[src/rtl/debounce_pkg.sv]
// Shared types and defaults for the debounce_edge block.
// Edge-selection enum plus a helper that decides whether a channel event sets its capture bit.
package debounce_pkg;

    typedef enum logic [1:0] {
        EDGE_RISE = 2'd0,
        EDGE_FALL = 2'd1,
        EDGE_BOTH = 2'd2
    } edge_type_t;

    // 10 ms at 50 MHz
    localparam int DEFAULT_DEBOUNCE_CYCLES = 500000;

    function automatic logic edge_hit(input edge_type_t kind, input logic rise, input logic fall);
        logic hit;
        case (kind)
            EDGE_RISE: hit = rise;
            EDGE_FALL: hit = fall;
            default:   hit = rise | fall;
        endcase
        return hit;
    endfunction

endpackage

[src/rtl/debounce_chan.sv]
// Single-channel debouncer: a stability counter, the accepted level, and registered rise/fall pulses.
// A new level is accepted only after DEBOUNCE_CYCLES consecutive samples that differ from the current one.
module debounce_chan #(
    parameter int CNT_WIDTH       = 20,
    parameter int DEBOUNCE_CYCLES = 500000
) (
    input  logic clk,
    input  logic reset,
    input  logic din_i,
    output logic level_o,
    output logic rise_o,
    output logic fall_o
);

    localparam logic [CNT_WIDTH-1:0] CNT_LAST = CNT_WIDTH'(DEBOUNCE_CYCLES - 1);

    logic [CNT_WIDTH-1:0] cnt_q, cnt_d;
    logic                 level_q, level_d;
    logic                 rise_q, rise_d;
    logic                 fall_q, fall_d;
    logic                 differ;
    logic                 at_last;

    assign differ  = din_i ^ level_q;
    assign at_last = (cnt_q == CNT_LAST);

    // Any sample matching the current level restarts the count, which also rejects short bounces.
    always_comb begin
        cnt_d   = '0;
        level_d = level_q;
        rise_d  = 1'b0;
        fall_d  = 1'b0;
        if (differ) begin
            if (at_last) begin
                level_d = din_i;
                rise_d  = din_i;
                fall_d  = ~din_i;
            end else begin
                cnt_d = cnt_q + 1'b1;
            end
        end
    end

    always_ff @(posedge clk or posedge reset) begin
        if (reset) begin
            cnt_q   <= '0;
            level_q <= 1'b0;
            rise_q  <= 1'b0;
            fall_q  <= 1'b0;
        end else begin
            cnt_q   <= cnt_d;
            level_q <= level_d;
            rise_q  <= rise_d;
            fall_q  <= fall_d;
        end
    end

    assign level_o = level_q;
    assign rise_o  = rise_q;
    assign fall_o  = fall_q;

endmodule

[src/rtl/debounce_edge.sv]
// Multi-channel debouncer with rise/fall pulses, a sticky edge-capture register and a masked interrupt.
// Expects indata already synchronized to clk; no synchronizer stage lives here.
module debounce_edge
    import debounce_pkg::*;
#(
    parameter int         WIDTH           = 4,
    parameter int         CNT_WIDTH       = 20,
    parameter int         DEBOUNCE_CYCLES = DEFAULT_DEBOUNCE_CYCLES,
    parameter edge_type_t EDGE_TYPE       = EDGE_BOTH
) (
    input  logic             clk,
    input  logic             reset,
    input  logic [WIDTH-1:0] indata,
    output logic [WIDTH-1:0] level,
    output logic [WIDTH-1:0] rise,
    output logic [WIDTH-1:0] fall,
    output logic [WIDTH-1:0] edgecap,
    input  logic [WIDTH-1:0] edgecap_clr,
    input  logic [WIDTH-1:0] irq_mask,
    output logic             irq
);

    if (DEBOUNCE_CYCLES < 1 || DEBOUNCE_CYCLES > (2 ** CNT_WIDTH) - 1) begin : g_bad_cycles
        $error("debounce_edge: DEBOUNCE_CYCLES out of range for CNT_WIDTH");
    end

    logic [WIDTH-1:0] edgecap_q, edgecap_d;
    logic [WIDTH-1:0] set_vec;

    for (genvar i = 0; i < WIDTH; i++) begin : g_chan
        debounce_chan #(
            .CNT_WIDTH      (CNT_WIDTH),
            .DEBOUNCE_CYCLES(DEBOUNCE_CYCLES)
        ) u_chan (
            .clk    (clk),
            .reset  (reset),
            .din_i  (indata[i]),
            .level_o(level[i]),
            .rise_o (rise[i]),
            .fall_o (fall[i])
        );

        assign set_vec[i] = edge_hit(EDGE_TYPE, rise[i], fall[i]);
    end

    // Set has priority over clear so an edge arriving with a clear strobe is never dropped.
    always_comb begin
        edgecap_d = set_vec | (edgecap_q & ~edgecap_clr);
    end

    always_ff @(posedge clk or posedge reset) begin
        if (reset) begin
            edgecap_q <= '0;
        end else begin
            edgecap_q <= edgecap_d;
        end
    end

    assign edgecap = edgecap_q;
    assign irq     = |(edgecap_q & irq_mask);

endmodule

[config.mk]
export PLATFORM = sky130hd
export DESIGN_NAME = debounce_edge
export DESIGN_NICKNAME = d
export VERILOG_FILES = /design/src/rtl/debounce_pkg.sv /design/src/rtl/debounce_chan.sv /design/src/rtl/debounce_edge.sv
export SDC_FILE = /design/constraint.sdc
export NUM_CORES = 1
export LEC_CHECK = 0
export ABC_AREA = 1
export ABC_CLOCK_PERIOD_IN_PS = 6750
export CAP_MARGIN = 20
export CORE_AREA = 2 2 113 115
export DETAILED_ROUTE_END_ITERATION = 16
export DIE_AREA = 0 0 115 117
export PLACE_DENSITY = 0.66
export SLEW_MARGIN = 20
export SYNTH_ARGS = -nofsm -noshare
export SYNTH_HDL_FRONTEND = slang
export SYNTH_SLANG_ARGS = --single-unit
export TNS_END_PERCENT = 30
[constraint.sdc]
create_clock -name clk -period 6.75 [get_ports clk]
set_input_delay 0.675 -clock clk [delete_from_list [all_inputs] [get_ports clk]]
set_output_delay 0.675 -clock clk [all_outputs]
set_load 0.05 [all_outputs]
Word-level counts from Yosys, hierarchy flattened
Index checks and enable logic that the tools add are counted.
- logic and storage cells: 70
- register bits after elaboration: 96
- input bits: 14
- output and inout bits: 17
- add/subtract/negate cells: 4
- bitwise gates (word level): 16
- mux-type cells: 24
- reduce and logical (&&, ||, !) cells: 5
- eq/ne operators: 4
- operators with widths (kind ; count):
    20-bit 2-to-1 mux ; 8
    20-bit by 1-bit adder with 20-bit output, second input constant ; 4
    20-bit by 19-bit equality test with 1-bit output, second input constant ; 4
    1-bit 2-to-1 mux ; 16
    4-bit AND ; 2
    2-bit AND reduction ; 4
    1-bit inverter ; 4
    4-bit inverter ; 1
    1-bit bitwise OR ; 4
    4-bit bitwise OR ; 1
    4-bit OR reduction ; 1
    1-bit XOR ; 4

Longest topological paths before layout
Gate-level depths: netlist of the first run.
- depth after elaboration: 3
- gate-level depth with buffers: 8
- mapped depth without buffers: 8

Modules after synthesis
A second synthesis of the first run with hierarchy kept.
- cell total of the unflattened synthesis: 698
- area total of the unflattened synthesis: 5307.6 µm²
- modules (own cells, without submodules) (module ; times used ; area each (µm²) ; sequential area each (µm²) ; cells an instance):
    debounce_chan ; 4 ; 1280.0 ; 575.6 ; 168
    debounce_edge ; 1 ; 187.7 ; 100.1 ; 26

Worst setup path after synthesis of the first run
Ideal clock, no wire load.
- path kind: input to output
- start: in irq_mask[1]
- end: out irq
- buffers on the path: 0
- arrival: 1.212 ns
- cell stages on the path: 2
- required time: 6.075 ns
- setup slack: 4.863 ns
- cells stage by stage: nand2_1 > nand4_1
- word-level cells in the longest chain between the ends: 2
- ends and longest elaborated chain (element ; line ; text):
    start: declaration ; debounce_edge.sv:19 ; input logic [WIDTH-1:0] irq_mask,
    4-bit AND ; debounce_edge.sv:60 ; assign irq = |(edgecap_q & irq_mask);
    4-bit OR reduction ; debounce_edge.sv:60 ;
    end: declaration ; debounce_edge.sv:20 ; output logic irq
Every way passes these cells.

Final worst setup path of the first run
- start: in irq_mask[3]
- end: out irq
The elaborated chain is that of the path after synthesis.

==> results of run 1 <==
-- cell families (layout without fill, tap and decap cells) --
| group | after synthesis | after routing | synth area share |
|---|---|---|---|
| AND/OR/NAND/NOR | 438 | 438 | 0.3718 |
| flip-flops | 96 | 96 | 0.4470 |
| buffers and inverters | 96 | 128 | 0.07590 |
| XOR/XNOR | 42 | 42 | 0.06845 |
| AO/OA/AOI/OAI | 26 | 26 | 0.02747 |
| adder cells (fa/ha/maj) | 4 | 4 | 0.009314 |
-- state kept, by name, indices dropped and copies added, names as in the netlist --
signal / cells
g_chan.u_chan.cnt_q: 80
g_chan.u_chan.fall_o: 4
edgecap: 4
g_chan.u_chan.level_o: 4
g_chan.u_chan.rise_o: 4
-- per-layer routing --
metal,global-route usage,wire [um],vias to the layer above
met5,0,0,-
met1,0.2441,5429,2028
met2,0.2929,5248,76
met4,0.07952,211,0
met3,0.02832,403,12
li1,-,-,2251
-- worst paths after layout --
| path | start | end | slack [ns] | depth (start not counted) |
|---|---|---|---|---|
| max | irq_mask[3] | irq | 3.90 | 4 |
| min | g_chan[2].u_chan.cnt_q[0] | g_chan[2].u_chan.cnt_q[0] | 0.46 | 1 |
| max reg2reg | g_chan[0].u_chan.level_o | g_chan[0].u_chan.cnt_q[18] | 4.84 | 6 |
| min reg2reg | g_chan[2].u_chan.cnt_q[0] | g_chan[2].u_chan.cnt_q[0] | 0.46 | 1 |
| max in group asynchronous | reset | g_chan[0].u_chan.cnt_q[1] | 4.97 | 3 |
| min in group asynchronous | reset | g_chan[1].u_chan.cnt_q[2] | 0.72 | 2 |
-- through the flow --
step | hold WS [ns] | worst slack (ns) | util | std cells
after floorplan | 0.4305 | 3.570 | - | 702
after global placement | 0.4464 | 3.884 | 0.4685 | 868
after detailed placement | 0.4573 | 3.888 | 0.4685 | 868
after CTS | 0.4664 | 3.888 | 0.4946 | 884
after global routing | 0.4855 | 3.855 | 0.4948 | 884
final | 0.4626 | 3.902 | 0.4948 | 884
-- cell usage in the layout (no fill, tap or decap) --
master           netlist  layout
ha_1                   4       4
o21ai_0                4       4
nand2_2               15      15
nor3b_1                4       4
nor2_1               172     171
inv_4                  0       1
a211oi_1               1       1
clkinv_4               0       1
nor3b_2                1       1
clkinv_2               0       1
nor2_2                19      20
xor2_1                35      35
clkinvlp_4             0       3
xnor2_1                7       7
nor3_1                13      13
nand4_1               10      10
bufinv_16              0       2
nand2_1              116     116
o21bai_1               2       2
a21oi_1                7       7
nor3_2                 2       2
dfrtp_1               96      96
o21ai_1                8       8
nand3_2                6       6
nor2_4                 5       5
nand3b_1               3       3
nand3_4                1       1
nand3_1               69      69
clkdlybuf4s50_1        0      30
inv_1                 81      80
buf_4                 12       1
o21a_1                 4       4
and2_1                 1       1
and2_0                 1       1
clkbuf_16              0       9
-- power by group through the flow --
stage / Clock (uW) / Combinational [uW] / Sequential, uW
after global routing: 586 / 52.3 / 586
after detailed placement: 0 / 45.9 / 597
after floorplan: 0 / 28.4 / 596
after global placement: 0 / 44.4 / 596
after CTS: 567 / 45.9 / 585
final: 556 / 44.5 / 585
-- cells in the mapped netlist (4+ instances only) --
master / instances
xnor2_1: 7
nor2_4: 5
nand3_2: 6
nor2_1: 172
o21ai_1: 8
nor3_1: 13
buf_4: 12
dfrtp_1: 96
xor2_1: 35
ha_1: 4
nor2_2: 19
nor3b_1: 4
nand3_1: 69
nand2_1: 116
nand4_1: 10
a21oi_1: 7
o21a_1: 4
inv_1: 81
o21ai_0: 4
nand2_2: 15
-- layout make-up --
type | count | area share
Multi-Input combinational cell | 510 | 0.4212
Sequential cell | 96 | 0.3943
Timing Repair Buffer | 31 | 0.05052
Inverter | 81 | 0.05032
Clock buffer | 9 | 0.03697
Tap cell | 150 | 0.03081
Clock inverter | 7 | 0.01581
==> impl_metrics.toml, run 1 <==
[outcome]
status = "completed"

[setup_path]
critical_path_arrival_ns = 2.17
cp-start-kind = "input pin"
crit_required_ns = 6.07
crit_buf_inv = 2
cp_common_cell = "clkdlybuf4s50_1"
cp-end-kind = "output port"
cpLargestDelayFamily = "buffers and inverters"
critical_path.max_stage_delay_ns = 0.80
cp_max_fo = 1
critPathSlowestCell = "clkdlybuf4s50_1"
crit_chain = "clkdlybuf4s50_1 -> nand2_1 -> nand4_1 -> clkdlybuf4s50_1"
crit_type = "in2out"

[synthesis]
synth_area_leader_cell = "dfrtp_1"
syn-mean-instance-area_um2 = 7.655
yosysWarnings = 0
async_flop_share = 1.000
synth-edff-count = 0
syn-num-nets = 720
synth_ff_type = "dfrtp_1"
post-synth-top-area-fraction = 0.4470
syn_area_um2 = 5374
ys_ff_latch = 96
ys_top_cells_by_area = "dfrtp_1 45%, nor2_1 12%, nand2_1 8.1%"
yosysSeqAreaShare = 0.4470
yosys.cell_types.count = 30
syn_inst = 702

[sta]
finalSetupTns_ns = 0
clock_skew_ns = 0.009831
grt_setup_unrepaired = "false"
maxSlewViolCount = 0
setup_viol = 0
timing.final.crit_share = 0.4219
slew_headroom = 0.3708
fin_crit_ns = 2.848
tightest_slew_ns = 0.9404
max_freq_mhz = 351.1
hold_violations = 0

[floorplanning]
fp-row-count = 41
design.core.area_um2 = 12310
io_pins = 31
dieArea_um2 = 13460
start_util = 0.4365
dieHeight_um = 117
die_w_um = 115

[cts]
post_cts_buffers = 0
clkSinkCount = 96
holdBufCountCts = 0
ctsResizeCount = 0
clk_path_buf_depth = 2
cts_root_buf = "clkbuf_16"
cts_tree = "built"
path_clk_slew_ns = 0.07
cts_buffers = 9
worst_skew_pair.late_latency_ns = 0.35
htree_levels = 3

[drt]
routedWlPerCell_um = 12.77
drtIter0Drc = 212
firstDrtPassIters = 7
routed_via_density = 4.940
drtAntennaViolNets = 0
drc = 0
totalWireLength_um = 11290
vias = 4367

[placement]
gp_congestion = 0.8947
place.port_buffers = 30
placed_cell_area_um2 = 5768
place_hpwl_um = 8380

[cells_and_area]
regArea_um2 = 2402
drive_gt1_frac = 0.09264
area_growth_pct = 13.36
fin_area_um2 = 6092
multi_input_area_um2 = 2566
fillers = 1210
insertedDiodeCount = 0
nNetsFinal = 747

[global_route]
grt_pass1_wl_um = 19200
grt_usage = 0.1814
grt_pass1_vias = 4218
antenna_found_initial = 0
globalRouteOverflowTotal = 0
grt_max_degree = 54

[power]
p_int_uw = 919.7
p_switching_uw = 265.9
seqPwrFrac = 0.494
comb_power_share = 0.038
finalPower_uw = 1186
clockPowerShare = 0.469
irDropWorstVdd_mv = 0.1222
leakagePower_uw = 0.002519
cellPowerDensity_nw_per_um2 = 194.6
p_sw_frac = 0.2243

[run]
drv_cap = 0

[min_path]
min_path_type = "reg2reg"
Note: power is estimated with default switching activity, not from simulation.
==> run 2, diff against run 1 <==
--- a/config.mk
+++ b/config.mk
@@ -6,12 +6,12 @@
 export NUM_CORES = 1
 export LEC_CHECK = 0
 export ABC_AREA = 1
-export ABC_CLOCK_PERIOD_IN_PS = 6750
+export ABC_CLOCK_PERIOD_IN_PS = 2310
 export CAP_MARGIN = 20
 export CORE_AREA = 2 2 113 115
 export DETAILED_ROUTE_END_ITERATION = 16
 export DIE_AREA = 0 0 115 117
-export PLACE_DENSITY = 0.66
+export PLACE_DENSITY = 0.68
 export SLEW_MARGIN = 20
 export SYNTH_ARGS = -nofsm -noshare
 export SYNTH_HDL_FRONTEND = slang
==> constraint.sdc (replaced) <==
create_clock -name clk -period 2.31 [get_ports clk]
set_input_delay 0.231 -clock clk [delete_from_list [all_inputs] [get_ports clk]]
set_output_delay 0.231 -clock clk [all_outputs]
set_load 0.05 [all_outputs]
==> run 2 against run 1 <==
Cell area down 0.27%. Power rose to 2.7 times the previous value. Global-route usage down 0.42 points. Clock power rose to 2.5 times the previous value. Combinational power rose to 3.1 times the previous value. Final cell count up 0.34%. Sequential cell count unchanged. Critical path type is now reg2reg.
==> impl_metrics.toml, run 2 (same netlist as run 1, synthesis figures left out) <==
[power]
p_switching_uw = 763.7
p_sw_frac = 0.2355
p_int_uw = 2479
irDropWorstVdd_mv = 0.4534
cellPowerDensity_nw_per_um2 = 533.7
clockPowerShare = 0.430
comb_power_share = 0.042
leakagePower_uw = 0.002513
seqPwrFrac = 0.528

[setup_path]
r2r_end = "g_chan[3].u_chan.cnt_q[15]"
r2r_cells = 6
crit_type = "reg2reg"
cp_max_fo = 11
cp-start-kind = "flop"
ff2ff_setup_slack_ns = 0.45
startpoint = "g_chan[3].u_chan.level_o"
critical_path_arrival_ns = 2.08
cp-end-kind = "flop"
crit_required_ns = 2.53
r2r-start = "g_chan[3].u_chan.level_o"

[drt]
totalWireLength_um = 11130
drc = 0
drtIter0Drc = 251
firstDrtPassIters = 6
routedWlPerCell_um = 12.54
drtAntennaViolNets = 0
vias = 4471
routed_via_density = 5.041

[floorplanning]
start_util = 0.4365
design.core.area_um2 = 12310
dieHeight_um = 117
die_w_um = 115
io_pins = 31
dieArea_um2 = 13460
fp-row-count = 41

[placement]
place_ws_ns = 0.2002
gp_congestion = 0.9274
place_hpwl_um = 8170
placed_cell_area_um2 = 5802
dp_cells = 871
place.port_buffers = 30

[cts]
cts_tree = "built"
cts_root_buf = "clkbuf_16"
clk_path_buf_depth = 2
cts_buffers = 9
clkSinkCount = 96
path_clk_slew_ns = 0.07
worst_skew_pair.late_latency_ns = 0.34
holdBufCountCts = 0
post_cts_buffers = 0
htree_levels = 3
ctsResizeCount = 0

[cells_and_area]
layout_common_cells = "172 x nor2_1, 116 x nand2_1, 96 x dfrtp_1, 80 x inv_1, 69 x nand3_1"
fin_area_um2 = 6076
post-route-util = 0.4935
top_register = "g_chan.u_chan.cnt_q"
insertedDiodeCount = 0
finalNonFillerCells = 887
fillers = 1177
layout_commonest_cell = "nor2_1"
area_growth_pct = 13.06
largest_reg_flops = 80
drive_gt1_frac = 0.09498
nNetsFinal = 750

[sta]
grt_setup_unrepaired = "false"
setup_viol = 0
finalSetupTns_ns = 0
hold_violations = 0
timing.final.crit_share = 0.8049
max_freq_mhz = 537.8
maxSlewViolCount = 0
fin_crit_ns = 1.859
clock_skew_ns = 0.008265
tightest_slew_ns = 0.7912
setup_slack_ns = 0.4507
slew_headroom = 0.4706

[global_route]
grt_pass1_wl_um = 19040
grt_max_degree = 97
grt_pass1_vias = 4188
antenna_found_initial = 0
grt_usage = 0.1772
globalRouteOverflowTotal = 0

[run]
drv_cap = 0

[outcome]
status = "completed"

[min_path]
min_path_type = "in2async"
## run 2: cell types whose count changed in the layout (fill, tap and decap cells not counted)
cell	before	now
buf_12	0	1
buf_4	1	4
bufinv_16	2	0
clkbuf_1	0	1
clkdlybuf4s50_1	30	29
clkinvlp_4	3	4
inv_4	1	0
inv_6	0	1
nor2_1	171	172
nor2_2	20	19
## run 2: metal layers
layer / GRT usage / up-vias / wire (um)
met5: 0 / - / 0
met2: 0.2906 / 105 / 5231
met3: 0.03038 / 9 / 478
met1: 0.2414 / 2102 / 5303
met4: 0.05703 / 0 / 112
li1: - / 2255 / -
## run 2: worst max-delay path, cell delays in order, from the launching register on
cell	delay [ns]
dfrtp_1	0.41
inv_1	0.10
nor2_1	0.05
nor2_1	0.62
inv_1	0.25
nand2_1	0.25
nor2_1	0.07
## run 2: cell type report
type | count | area (um2) | share of cell area
Tap cell | 150 | 187.7 | 0.03089
Clock inverter | 6 | 45.04 | 0.007414
Clock buffer | 10 | 229.0 | 0.03769
Sequential cell | 96 | 2402 | 0.3954
Timing Repair Buffer | 34 | 340.3 | 0.05601
Inverter | 81 | 307.8 | 0.05066
Multi-Input combinational cell | 510 | 2564 | 0.4220
## run 2: through the flow
stage / hold WS [ns] / power [uW]
finish: 0.3749 / 3243
global route: 0.4583 / 3392
CTS: 0.4231 / 3294
detailed placement: 0.4648 / 1883
global placement: 0.4485 / 1879
floorplan: 0.3018 / 1824
## run 2: power by group through the flow
stage	logic [uW]	clock network (uW)	registers (uW)
4_1_cts	140	1440	1710
2_1_floorplan	83.5	0	1740
3_3_place_gp	137	0	1740
5_1_grt	158	1520	1710
3_5_place_dp	139	0	1740
6_report	136	1400	1710
## run 2: worst max-delay path by stage
stage	endpoint	slack, ns
floorplan	irq	0.92
global placement	g_chan[3].u_chan.cnt_q[15]	0.24
detailed placement	g_chan[3].u_chan.cnt_q[15]	0.20
CTS	edgecap[1]	0.44
global route	g_chan[3].u_chan.cnt_q[1]	0.31
finish	g_chan[3].u_chan.cnt_q[15]	0.45
==> run 3, diff against run 2 <==
--- a/config.mk
+++ b/config.mk
@@ -6,7 +6,7 @@
 export NUM_CORES = 1
 export LEC_CHECK = 0
 export ABC_AREA = 1
-export ABC_CLOCK_PERIOD_IN_PS = 2310
+export ABC_CLOCK_PERIOD_IN_PS = 1500
 export CAP_MARGIN = 20
 export CORE_AREA = 2 2 113 115
 export DETAILED_ROUTE_END_ITERATION = 16
==> constraint.sdc (replaced) <==
create_clock -name clk -period 1.5 [get_ports clk]
set_input_delay 0.15 -clock clk [delete_from_list [all_inputs] [get_ports clk]]
set_output_delay 0.15 -clock clk [all_outputs]
set_load 0.05 [all_outputs]
==> run 3 against run 2 <==
Routed wire length is 2.6% higher. Sequential cell count stayed put. Final cell count is 1.1% higher. Combinational power is 71% higher. Clock skew is 0.0016 ns lower. Clock-buffer cell count is 1 higher. Global-route usage is 0.50 points higher. Cell area is 2.0% higher. Die area stayed put. Power is 58% higher. Critical path type is now reg2out.
==> impl_metrics.toml, run 3 (same netlist as run 1, synthesis figures left out) <==
[setup_path]
r2r_end = "g_chan[0].u_chan.fall_o"
crit_type = "reg2out"
cpLargestDelayFamily = "flip-flops"
critical_path.max_stage_delay_ns = 0.40
r2r-start = "g_chan[0].u_chan.cnt_q[0]"
critPathSlowestCell = "dfrtp_1"
cp-end-kind = "output port"
r2r_cells = 5
crit_chain = "nand2_1 -> nand4_1 -> buf_12"
cp-start-kind = "flop"
crit_required_ns = 1.35
ff2ff_setup_slack_ns = 0.09
cp_max_fo = 3
crit_buf_inv = 1
critical_path_arrival_ns = 1.27

[placement]
place_hpwl_um = 8503
gp_congestion = 0.9500
place.port_buffers = 30
placed_cell_area_um2 = 5854
place_ws_ns = 0.03722
dp_cells = 880

[drt]
routed_via_density = 4.959
routedWlPerCell_um = 12.73
drtAntennaViolNets = 0
vias = 4448
drc = 0
totalWireLength_um = 11420
drtIter0Drc = 222
firstDrtPassIters = 4

[floorplanning]
dieHeight_um = 117
start_util = 0.4365
die_w_um = 115
io_pins = 31
dieArea_um2 = 13460
design.core.area_um2 = 12310
fp-row-count = 41

[global_route]
grt_pass1_wl_um = 19620
antenna_found_initial = 0
grt_usage = 0.1822
grt_max_degree = 50
globalRouteOverflowTotal = 0
grt_pass1_vias = 4365

[cells_and_area]
nNetsFinal = 761
fin_area_um2 = 6200
drive_gt1_frac = 0.1432
area_growth_pct = 15.37
top_register = "g_chan.u_chan.cnt_q"
layout_common_cells = "166 x nor2_1, 112 x nand2_1, 96 x dfrtp_1, 80 x inv_1, 70 x nand3_1"
largest_reg_flops = 80
finalNonFillerCells = 897
fillers = 1177
layout_commonest_cell = "nor2_1"
insertedDiodeCount = 0

[min_path]
min_path_type = "in2async"

[sta]
maxSlewViolCount = 0
slew_headroom = 0.8094
max_freq_mhz = 703.5
fin_crit_ns = 1.422
grt_setup_unrepaired = "true"
tightest_slew_ns = 0.2843
setup_viol = 0
timing.final.crit_share = 0.9477
clock_skew_ns = 0.006647
setup_slack_ns = 0.07846
hold_violations = 0

[run]
drv_cap = 0

[cts]
path_clk_slew_ns = 0.06
clk_path_buf_depth = 2
worst_skew_pair.late_latency_ns = 0.35
cts_root_buf = "clkbuf_16"
htree_levels = 3
cts_buffers = 9
cts_tree = "built"
clkSinkCount = 96

[outcome]
status = "completed"

[power]
leakagePower_uw = 0.002623
irDropWorstVdd_mv = 0.5213
cellPowerDensity_nw_per_um2 = 827.9
finalPower_uw = 5133
## run 3: worst register-to-register path, stage by stage (launching register included)
cell and delay [ns]:
dfrtp_1 0.37, ha_2 0.20, nand2_1 0.11, nor2_1 0.18
nand3_2 0.18, nor3_1 0.26
## run 3: per-layer routing
metal / global-route usage / vias up / share of wire
met2: 0.2973 / 103 / 0.47
met5: 0 / - / 0
met3: 0.02369 / 17 / 0.043
li1: - / 2269 / -
met1: 0.2416 / 2059 / 0.47
met4: 0.08916 / 0 / 0.021
## run 3: what timing repair did
item / 4_1_cts / 5_1_grt
setup buffers: 0 / 1
resized for setup: 0 / 15
hold buffers: 0 / 0
endpoints found under the setup margin: 0 / 31
## run 3: worst max path at each step
stage,cells past startpoint,from,end
floorplan,8,g_chan[3].u_chan.cnt_q[0],g_chan[3].u_chan.cnt_q[18]
global placement,8,g_chan[3].u_chan.cnt_q[0],g_chan[3].u_chan.cnt_q[18]
detailed placement,8,g_chan[3].u_chan.cnt_q[0],g_chan[3].u_chan.cnt_q[18]
CTS,8,g_chan[3].u_chan.cnt_q[0],g_chan[3].u_chan.cnt_q[18]
global route,5,g_chan[0].u_chan.cnt_q[0],g_chan[0].u_chan.fall_o
finish,3,edgecap[3],irq
## run 3: cell type report
class | instances | area [um2] | area share
inverters | 81 | 307.8 | 0.04965
well taps | 150 | 187.7 | 0.03027
clock inverters | 4 | 45.04 | 0.007265
clock buffers | 11 | 242.7 | 0.03915
multi-input cells | 511 | 2614 | 0.4216
repair buffers | 44 | 400.4 | 0.06458
flip-flops and latches | 96 | 2402 | 0.3875
## run 3: where the power goes
group	switching, uW	total (uW)	leakage, uW	internal [uW]
logic	143	233	0.00115	89.8
clock network	946	2270	0.000145	1320
registers	20.2	2630	0.00133	2610
## run 3: through the flow
stage / TNS [ns] / utilization / hold WS (ns)
final: 0 / 0.5036 / 0.2440
after global routing: -0.09029 / 0.5036 / 0.2944
after CTS: 0 / 0.4989 / 0.2545
after detailed placement: 0 / 0.4755 / 0.4580
after global placement: 0 / 0.4755 / 0.4441
after floorplan: 0 / - / 0.2208
